`config.mk`:
```
export PLATFORM = sky130hd
export DESIGN_NAME = crtc_bus_arbiter
export DESIGN_NICKNAME = d
export VERILOG_FILES = /design/src/rtl/crtc_bus_arbiter.sv
export SDC_FILE = /design/constraint.sdc
export NUM_CORES = 1
export LEC_CHECK = 0
export ABC_AREA = 1
export CAP_MARGIN = 25
export CORE_UTILIZATION = 55
export CTS_CLUSTER_DIAMETER = 150
export DETAILED_ROUTE_END_ITERATION = 8
export PLACE_DENSITY = 0.86
export SETUP_SLACK_MARGIN = 0.15
export SYNTH_ARGS = -nofsm -noshare
export SYNTH_HDL_FRONTEND = slang
export SYNTH_SLANG_ARGS = --single-unit
```
`constraint.sdc`:
```
create_clock -name clk -period 2.8 [get_ports clk]
set_input_delay 0.7 -clock clk [delete_from_list [all_inputs] [get_ports clk]]
set_output_delay 0.7 -clock clk [all_outputs]
set_load 0.02 [all_outputs]
```
`src/rtl/crtc_bus_arbiter.sv`:
```
// Responder side of the CRTC text-DMA handshake: requests the Z80 bus on behalf
// of the CRTC, grants it once BUSAK arrives, and steers the RAM address.
module crtc_bus_arbiter #(
  parameter int HOLDOFF_CYCLES = 64,
  parameter int ACK_TIMEOUT    = 4095,
  parameter int CW             = 12
) (
  input  logic        clk,
  input  logic        reset,
  input  logic        crtc_busreq,
  output logic        crtc_busack,
  input  logic [16:0] crtc_adr,
  input  logic [15:0] cpu_adr,
  output logic        cpu_busrq_n,
  input  logic        cpu_busak_n,
  output logic [16:0] ram_adr,
  output logic        dma_active,
  output logic        ack_timeout,
  output logic [15:0] burst_len
);

  typedef enum logic [2:0] {IDLE, REQ, GRANT, RELEASE, HOLDOFF} state_t;

  localparam logic [CW-1:0] ACK_LIM = CW'(ACK_TIMEOUT);
  localparam logic [CW-1:0] HOLD_LD = CW'(HOLDOFF_CYCLES);

  state_t        state, state_nx;
  logic [CW-1:0] cnt, cnt_nx, cnt_inc;
  logic [15:0]   acc, acc_nx, acc_inc;
  logic [15:0]   burst_nx;
  logic          timeout_nx;

  always_comb begin
    state_nx   = state;
    cnt_nx     = cnt;
    acc_nx     = acc;
    burst_nx   = burst_len;
    timeout_nx = ack_timeout;
    cnt_inc    = cnt + CW'(1);
    acc_inc    = (acc == 16'hFFFF) ? acc : acc + 16'd1;
    case (state)
      IDLE: begin
        if (crtc_busreq) begin
          state_nx = REQ;
          cnt_nx   = '0;
        end
      end
      REQ: begin
        cnt_nx = cnt_inc;
        // A withdrawn request beats a simultaneous acknowledge.
        if (!crtc_busreq) begin
          state_nx = RELEASE;
        end else if (!cpu_busak_n) begin
          state_nx = GRANT;
          acc_nx   = '0;
        end else if (cnt_inc == ACK_LIM) begin
          state_nx   = RELEASE;
          timeout_nx = 1'b1;
        end
      end
      GRANT: begin
        // acc counts grant cycles after the first, so the exit value is acc+1.
        acc_nx = acc_inc;
        if (!crtc_busreq) begin
          state_nx = RELEASE;
          burst_nx = acc_inc;
        end
      end
      RELEASE: begin
        if (cpu_busak_n) begin
          state_nx = HOLDOFF;
          cnt_nx   = HOLD_LD;
        end
      end
      HOLDOFF: begin
        if (cnt == '0) state_nx = IDLE;
        else           cnt_nx   = cnt - CW'(1);
      end
      default: state_nx = IDLE;
    endcase
  end

  always_ff @(posedge clk) begin
    if (reset) begin
      state       <= IDLE;
      cnt         <= '0;
      acc         <= '0;
      burst_len   <= '0;
      ack_timeout <= 1'b0;
      cpu_busrq_n <= 1'b1;
      crtc_busack <= 1'b0;
      dma_active  <= 1'b0;
    end else begin
      state       <= state_nx;
      cnt         <= cnt_nx;
      acc         <= acc_nx;
      burst_len   <= burst_nx;
      ack_timeout <= timeout_nx;
      cpu_busrq_n <= !((state_nx == REQ) || (state_nx == GRANT));
      crtc_busack <= (state_nx == GRANT);
      dma_active  <= (state_nx == REQ) || (state_nx == GRANT) || (state_nx == RELEASE);
    end
  end

  assign ram_adr = (state == GRANT) ? crtc_adr : {1'b0, cpu_adr};

endmodule

```
==> summary.md <==
| Metric | Value |
|---|---|
| Crit path kind | `register to primary output` |
| Fill cells | `479` |
| Fin crit period | `2430 ps` |
| Most used cell, CP | `nand2_1` |
| Final ANT Viol Nets | `0` |
| PnR worst setup slack | `374 ps` |
| Area of the mapped netlist | `3250 um2` |
| Worst Tran Pin Value | `about 560 ps` |
| Setup Viol. Count Final | `0` |
| WL/cell | `12.6 um` |
| Top post-synthesis cells by count | `nand2_1 (190), nor2_1 (70), inv_1 (60), dfxtp_1 (51), a21oi_1 (38)` |
| Hold Path Class | `register to register` |
| Area Growth Syn to Fin | `26.6%` |
| IO Pins | `74` |
| Ys flop type | `dfxtp_1` |
| First drt pass iteration count | `5` |
| Antenna diodes | `0` |
| GP Congestion | `0.911` |
| Worst-path fanout max | `17` |
| Die X | `78.9 um` |
| Synth area leaders | `dfxtp_1 (31%), nand2_1 (22%), nor2_1 (8.1%)` |
| Reg clk slew, reported paths | `around 100 ps` |
| Largest area contributor in the netlist | `dfxtp_1` |
| R2r worst-path depth | `11` |
| Drc violations | `0` |
| Clk_lat worst skew | `around 310 ps` |
| Sequential fraction of the synthesis area | `0.314` |
| DP Wirelength | `about 6100 um` |
| Die height | `78.9 um` |
| Port buffer count | `73` |
| Async SR Flop Fraction | `0` |
| Yosys warns | `0` |
| Period utilization | `0.866` |
| DR vias/cell | `5.30` |
| Vias in the first global route | `3319` |
| Total CTS buffers | `5` |
| Data required, critical path | `2100 ps` |
| Crit path DAT | `about 1700 ps` |
| Final global-route overflow total | `0` |
| CTS tree | `done` |
| Clk_skew | `7.71 ps` |
| Initial Utilization | `0.580` |
| Number of flops mapped to enable cells by yosys | `0` |
| Slew headroom | `0.623` |
| Floorplan die area | `around 6200 um2` |
| Avg Cell Area, Syn | `5.99 um2` |
| Power density over cell area | `479 nW/um2` |
| Total Nets Final | `649` |
| Max Root-Sink Buffers | `2` |
| WL final | `8600 um` |
| Setup Total Neg Slack | `0 ps` |
| Status | `finished clean` |
| H-Tree Depth | `2` |
| Top cell type's share of synthesized area | `0.314` |
| Max-slew violations | `0` |
| Pin count of the biggest net entering global routing | `37` |
| Slowest stage cell, crit path | `dfxtp_1` |
| Synthesized net count | `584` |
| Max Cap Viol | `0` |
| Cell count after synthesis | `543` |
| Clk sinks | `51` |
| Peak VDD IR | `0.262 mV` |
| First-pass GRT wire length | `15000 um` |
| Vias after detailed routing | `3612` |
| CP Launch Type | `register` |
| Hold Buf Count CTS | `0` |
| GRT Total Usage | `0.299` |
| RSZ-0062 raised after global routing | `no` |
| Row cnt | `27` |
| Critical Path, Cell by Cell | `inv_1, nand3_1, clkinvlp_4, buf_12, nand2_1, nand2_1, dlygate4sd2_1` |
| Final hold vios | `0` |
| Clock root buffer | `clkbuf_8` |
| Lkg Pwr | `1.88 nW` |
| DRT iter0 DRCs | `about 300` |
| Most frequent cell after synthesis | `nand2_1` |
| Count of state elements after synthesis | `51` |
| Core Area | `between 5000 and 6000 um2` |
| Crit path largest cell delay | `380 ps` |
| Crit. End Element | `primary output` |
| Hold path depth | `2` |
| Unique masters post-synth | `33` |
| Layout cell share with drive strength beyond 1 | `0.0591` |
| Max Clk Rate | `0.412 GHz` |
| Dpl ws | `181 ps` |
| Antenna violations before repair | `0` |
cells in the final DEF (no fill, tap or decap), types with 5 or more instances in the layout:
cell             synthesis  layout
o21ai_0                 28      28
dlygate4sd2_1            0      16
nand2_1                190     190
xor2_1                  11      11
dfxtp_1                 51      51
nor2_2                   8       8
clkbuf_8                 1       5
nor2_1                  70      70
nand4_1                  5       5
clkdlybuf4s50_1          0      56
inv_1                   60      59
a21oi_1                 38      38
nor3_1                   5       5
nand3_1                 26      26
layer usage:
| layer | global-route usage | vias up | wire, um |
|---|---|---|---|
| met2 | 0.503 | 180 | 4030 |
| met1 | 0.390 | 1597 | 3700 |
| met4 | 0.0727 | 0 | 104 |
| met5 | 0 | - | 0 |
| li1 | - | 1821 | - |
| met3 | 0.0644 | 14 | 767 |
report_power, final:
| part | switching [mW] | leakage, nW | internal, mW |
|---|---|---|---|
| Sequential | 0.0298 | 0.413 | 0.766 |
| Combinational | 0.395 | 1.41 | 0.242 |
| Clock | 0.270 | 0.0548 | 0.270 |
| Total | 0.695 | 1.88 | 1.28 |
worst max-delay path: cells and delay by family (launching register included):
family	cells	cell delay, ps
simple gates	3	290
buf+inv	4	730
flops	1	380
worst paths after layout:
check,startpoint,endpoint,slack [ps]
setup reg to reg,cnt[0]$_SDFFE_PP0P_,cnt[5]$_SDFFE_PP0P_,610
hold / removal,ack_timeout$_SDFFE_PP0P_,ack_timeout$_SDFFE_PP0P_,460
hold reg to reg,ack_timeout$_SDFFE_PP0P_,ack_timeout$_SDFFE_PP0P_,460
setup / recovery,state[2]$_SDFF_PP0_,ram_adr[14],370
state kept, by name, summed over array words and instances, names as in the netlist:
| signal | flops |
|---|---|
| acc | 16 |
| burst_len | 16 |
| cnt | 12 |
| state | 3 |
| ack_timeout | 1 |
| cpu_busrq_n | 1 |
| crtc_busack | 1 |
| dma_active | 1 |
per-stage QoR:
| step | instance area (um2) | cells | hold slack (ps) | power (mW) | util |
|---|---|---|---|---|---|
| after floorplan | 3250 | 543 | 458 | 1.21 | - |
| after global placement | 3990 | 672 | 437 | 1.44 | 0.712 |
| after detailed placement | 3990 | 672 | 447 | 1.45 | 0.712 |
| after CTS | 4120 | 681 | 461 | 1.98 | 0.734 |
| after global routing | 4120 | 681 | 510 | 2.07 | 0.734 |
| final | 4120 | 681 | 459 | 1.97 | 0.734 |
cell families (layout without fill, tap and decap cells):
family	Yosys count	after routing	share of synthesized area
flip-flops	51	51	0.314
AND/OR/NAND/NOR	316	316	0.403
XOR/XNOR	13	13	0.0350
adder cells (fa/ha/maj)	4	4	0.0154
buffers and inverters	84	150	0.113
AO/OA/AOI/OAI	75	75	0.120
final cells by class:
type,count,area [um2],share of cell area
timing repair buffer,79,787,0.191
inverter,63,240,0.0583
clock buffer,5,68.8,0.0167
tap,72,90.1,0.0219
multi-input combinational,408,1870,0.453
sequential,51,1020,0.248
clock inverter,3,46.3,0.0112
repair_timing:
item,in CTS,in global routing
gates resized for setup,18,1
buffers inserted,1,0
gates cloned,0,0
endpoints found under the setup margin,16,1
Power figures use the tool's default switching activity.
==> edit 1, RTL diff (same settings) <==
Set the parameter `CW` to 24 (it was 12).
--- a/src/rtl/crtc_bus_arbiter.sv
+++ b/src/rtl/crtc_bus_arbiter.sv
@@ -5,3 +5,3 @@
   parameter int ACK_TIMEOUT    = 4095,
-  parameter int CW             = 12
+  parameter int CW             = 24
 ) (
Check against the original RTL: same outputs for any inputs over 10 cycles, from zero or initial values and one cycle with reset high; that may be too few to reach the edited logic, so the function may still have changed.
==> edit 1 against the original RTL <==
- power increased by 30%
- clock skew is essentially flat
- via count up 43%
- cell area is 33% higher
- sequential cell count is 12 higher
- area after synthesis grew 37%
- routed wire length rose by 52%
- setup slack lost 0.18 ns
- final cell count increased by 37%
- register-to-register slack got worse by 0.33 ns
- utilization decreased by 2.7 points
- count of clock-buffer cells in the layout is 4 higher
- combinational power is 18% higher
- highest routed layer unchanged
==> edit 1: results (changes against the original RTL) <==
metric,value,unit,change
ANT cells,0,,unchanged
layout cell share with drive strength beyond 1,7.23,%,+1.3 points
Gate Count Post-Synth,756,,+39%
"CTS clk-pin slew, worst paths",0.08,ns,-0.02 ns
Post-synth top cells,"nand2_1 (258), nor2_1 (99), inv_1 (79)",,
largest net degree at the start of global routing,23,,-38%
Max H-tree Level,3,,+1
flop2flop setup slack,0.28,ns,-0.33 ns
Worst R2R Path Depth,16,,+5
CTS Buf Count,9,,+4
vias in the first global route,4878,,+47%
"Seq/Total Area, Yosys",28.3,%,-3.1 points
WL/cell,14.1,um,+11%
launching point of the worst reg2reg path,cnt[1],,
layout net count,867,,+34%
Avg Vias per Cell,5.53,,+4.3%
Filler Cells Inserted,656,,+37%
first-pass GRT wire length,21700,um,+45%
slew at the pin with the worst max-slew slack,0.558,ns,-0.00635 ns
net count after synthesis,798,,+37%
hold path start,burst_len[3],,
status,"complete, no violations",,
fin cells,932,,+37%
Worst-Skew Late Latency,0.37,ns,+0.06 ns
worst hold path endpoint,burst_len[3],,
DP Worst Slack,0.170,ns,-0.0118 ns
DP HPWL,9400,um,+54%
"top cells by area, synth","dfxtp_1 (28%), nand2_1 (22%), nor2_1 (8.3%), inv_1 (6.7%), a21oi_1 (5.7%)",,
biggest regs,"cnt (24), acc (16), burst_len (16)",,
placed cell count,910,,+35%
crit-path max FO,7,,-10
crit path from,state[1],,
GRT Overall Usage,31.8,%,+1.9 points
Lkg Pwr,2.44,nW,+30%
gpl congestion,0.987,,+8.3%
DR iter-0 viols,299,,+0.34%
worst r2r dst,cpu_busrq_n,,
Synth cell types,39,,+18%
clock skew,0.00814,ns,+0.000432 ns
maximum vdd ir drop,0.000397,V,+52%
edit 1: logic make-up (layout without fill, tap and decap cells):
group | Yosys count | in the layout | share of synthesized area, %
AOI/OAI and AO/OA | 109 | 109 | 13.7
xor gates and xnor gates | 19 | 19 | 3.73
adders and majority gates | 5 | 5 | 1.40
buffers and inverters | 116 | 190 | 10.9
DFF | 63 | 63 | 28.3
muxes | 1 | 1 | 0.225
and+or+nand+nor | 443 | 443 | 41.7
edit 1: stage by stage:
step	hold WS (ns)	area, um^2	power [mW]
finish	0.477	5500	2.56
global route	0.510	5500	2.66
CTS	0.473	5470	2.54
detailed placement	0.463	5240	1.71
global placement	0.454	5240	1.68
floorplan	0.459	4460	1.42
edit 1: per-layer routing:
metal	up-vias	global-route usage (%)	part of all wire [%]
met1	2385	35.6	41
met2	189	57.8	50
met5	-	0	0
met3	41	6.30	5.5
met4	0	14.1	3.2
li1	2540	-	-
edit 1: layout make-up:
type,count,share of cell area [%]
clock buffers,9,2.25
flip-flops and latches,63,23.0
clock inverters,7,1.48
inverters,80,5.53
repair buffers,94,16.1
multi-input cells,577,49.4
well taps,102,2.32
edit 1: worst max-delay path, cell delays in order, from the launching register on:
cell,delay [ns]
dfxtp_2,0.35
inv_1,0.10
nor3_4,0.21
buf_4,0.15
clkinvlp_4,0.13
buf_4,0.19
nand2_1,0.05
nand2_1,0.04
dlygate4sd2_1,0.32
edit 1: worst max path at each step:
stage | depth (start not counted) | slack [ns] | to
floorplan | 5 | 0.67 | ram_adr[16]
global placement | 6 | 0.17 | acc[6]
detailed placement | 4 | 0.17 | ram_adr[16]
CTS | 6 | 0.02 | ram_adr[10]
global route | 8 | 0.14 | ram_adr[5]
finish | 8 | 0.19 | ram_adr[5]
edit 1: where the power goes:
part           switching (mW)  leakage (nW)  internal [mW]  total [mW]
registers              0.0299         0.510          0.931       0.961
clock network           0.425        0.0940          0.421       0.846
logic                   0.464          1.83          0.288       0.752
total                   0.919          2.44           1.64        2.56
edit 1: timing repair:
item	4_1_cts	5_1_grt
buffers inserted	4	2
setup endpoints to repair	17	9
resized for setup	12	19
pin swaps	0	1
==> edit 2, RTL diff (same settings) <==
Without the edit above. Reset style: asynchronous (`reset`), changed in one clocked block.
--- a/src/rtl/crtc_bus_arbiter.sv
+++ b/src/rtl/crtc_bus_arbiter.sv
@@ -82,3 +82,3 @@
 
-  always_ff @(posedge clk) begin
+  always_ff @(posedge clk or posedge reset) begin
     if (reset) begin
Formal check against the unedited RTL: differs if reset is asserted again (counterexample within 4 cycles, from zero or initial values and one cycle with reset high); with reset held inactive, the same outputs for 10 cycles.
==> edit 2 against the original RTL <==
- cell area up 2.2%
- routed wire length is 4.1% lower
- largest cell class unchanged
- sequential cell count stayed put
- first-iteration DRC count fell by 7.7%
- area after synthesis up 0.54%
- critical path depth unchanged
- setup slack got worse by 0.12 ns
- non-clock buffer count is 4 higher
Power is not compared: it rests on default switching activity, and its combinational part moved more than twofold at a synthesized area within 25%.
==> edit 2: results (changes against the original RTL) <==
metric,value,unit,change
Gate Count Post-Synth,483,,-11%
met1 WL,3590,um,-3.0%
"Async S/R FF share, synth",100,%,+100 points
vias post-DR,3490,,-3.4%
"CTS clk-pin slew, worst paths",0.10,ns,about the same
clock skew,0.00479,ns,-0.00291 ns
CP max-delay cell,dfrtp_1,,
hold path start,burst_len[9],,
biggest regs,"acc (16), burst_len (16), cnt (12)",,
"top cells by area, synth","dfrtp_1 (38%), nand2_1 (21%), inv_1 (6.0%), o21ai_0 (5.0%), nand3_1 (3.8%)",,
CP max stage delay,0.40,ns,+0.02 ns
flop2flop setup slack,0.84,ns,+0.23 ns
drt first pass iters,4,,-1
gpl congestion,0.943,,+3.5%
launching point of the worst reg2reg path,state[1],,
"Seq/Total Area, Yosys",39.1,%,+7.7 points
WL met2,3980,um,-1.1%
WP data arrival,1.85,ns,+0.12 ns
Avg Vias per Cell,5.50,,+3.8%
vias in the first global route,3354,,+1.1%
DP HPWL,6060,um,-0.95%
net count after synthesis,525,,-10%
largest net degree at the start of global routing,32,,-14%
GRT Overall Usage,28.6,%,-1.3 points
Filler Cells Inserted,458,,-4.4%
crit-path max FO,31,,+14
xor/xnor share of the synthesized area,2.95,%,-0.55 points
multiplexer share of the synthesized area,0,%,unchanged
worst r2r dst,acc[4],,
Post-synth top cells,"nand2_1 (186), inv_1 (52), dfrtp_1 (50)",,
status,"complete, no violations",,
worst hold path endpoint,burst_len[9],,
Synth Area in Adders,1.91,%,+0.37 points
slew at the pin with the worst max-slew slack,0.470,ns,-0.0945 ns
Routed WL,8250,um,-4.1%
Compound-Gate Fraction of Synth Area,11.6,%,-0.45 points
layout net count,603,,-7.1%
layout cell share with drive strength beyond 1,8.36,%,+2.5 points
I/O Buffers,73,,unchanged
DR iter-0 viols,275,,-7.7%
placed cell count,622,,-7.4%
Worst R2R Path Depth,8,,-3
==> edit 2: logic make-up (layout without fill, tap and decap cells) <==
family | Yosys count | in the layout
xor+xnor | 11 | 11
flops | 51 | 51
compound gates | 69 | 69
buf+inv | 72 | 151
simple gates | 275 | 275
fa+ha+maj | 5 | 5
==> edit 2: power breakdown <==
group          internal [mW]  total, mW  leakage (nW)  switching [mW]
Sequential              1.02       1.28         0.681           0.258
Clock                  0.175      0.431        0.0412           0.256
Combinational          0.878       2.37          1.28            1.49
Total                   2.07       4.08          2.00            2.01
==> edit 2: stage by stage <==
| step | hold slack, ns | total power [mW] | worst slack, ns |
|---|---|---|---|
| after CTS | 0.495 | 4.04 | 0.232 |
| after detailed placement | 0.471 | 3.60 | 0.179 |
| final | 0.493 | 4.08 | 0.252 |
| after floorplan | 0.471 | 2.82 | 0.773 |
| after global placement | 0.463 | 3.53 | 0.181 |
| after global routing | 0.515 | 4.42 | 0.164 |
==> edit 2: layout make-up <==
cell class / count / area, um^2 / share of cell area, %
clock buffers: 6 / 72.6 / 1.72
clock inverters: 2 / 12.5 / 0.297
inverters: 58 / 221 / 5.26
multi-input cells: 360 / 1700 / 40.5
flip-flops and latches: 51 / 1280 / 30.4
well taps: 72 / 90.1 / 2.14
repair buffers: 83 / 816 / 19.4
repair inverters: 2 / 15.0 / 0.357
==> edit 2: worst max-delay path by stage <==
| stage | startpoint | end | slack (ns) |
|---|---|---|---|
| 5_1_grt | state[1] | ram_adr[1] | 0.16 |
| 3_3_place_gp | crtc_adr[9] | ram_adr[9] | 0.18 |
| 6_report | state[1] | ram_adr[11] | 0.25 |
| 4_1_cts | state[1] | ram_adr[9] | 0.23 |
| 3_5_place_dp | cpu_adr[9] | ram_adr[9] | 0.18 |
| 2_1_floorplan | state[2] | ram_adr[10] | 0.77 |
==> edit 2: critical path: cells and delay by family (launching register included) <==
kind                   cells  cell delay (ns)
buffers and inverters      4             0.78
DFF                        1             0.40
and+or+nand+nor            3             0.37
==> edit 2: timing repair <==
| item | CTS | global route |
|---|---|---|
| gates cloned | 2 | 0 |
| endpoints found under the setup margin | 17 | 15 |
| pin swaps | 1 | 0 |
| setup buffers | 1 | 1 |
| gates resized for setup | 22 | 6 |
==> edit 2: routing by layer <==
| layer | vias to the layer above | GRT usage [%] |
|---|---|---|
| met1 | 1647 | 36.2 |
| met2 | 144 | 48.8 |
| met5 | - | 0 |
| li1 | 1689 | - |
| met3 | 10 | 5.17 |
| met4 | 0 | 10.2 |
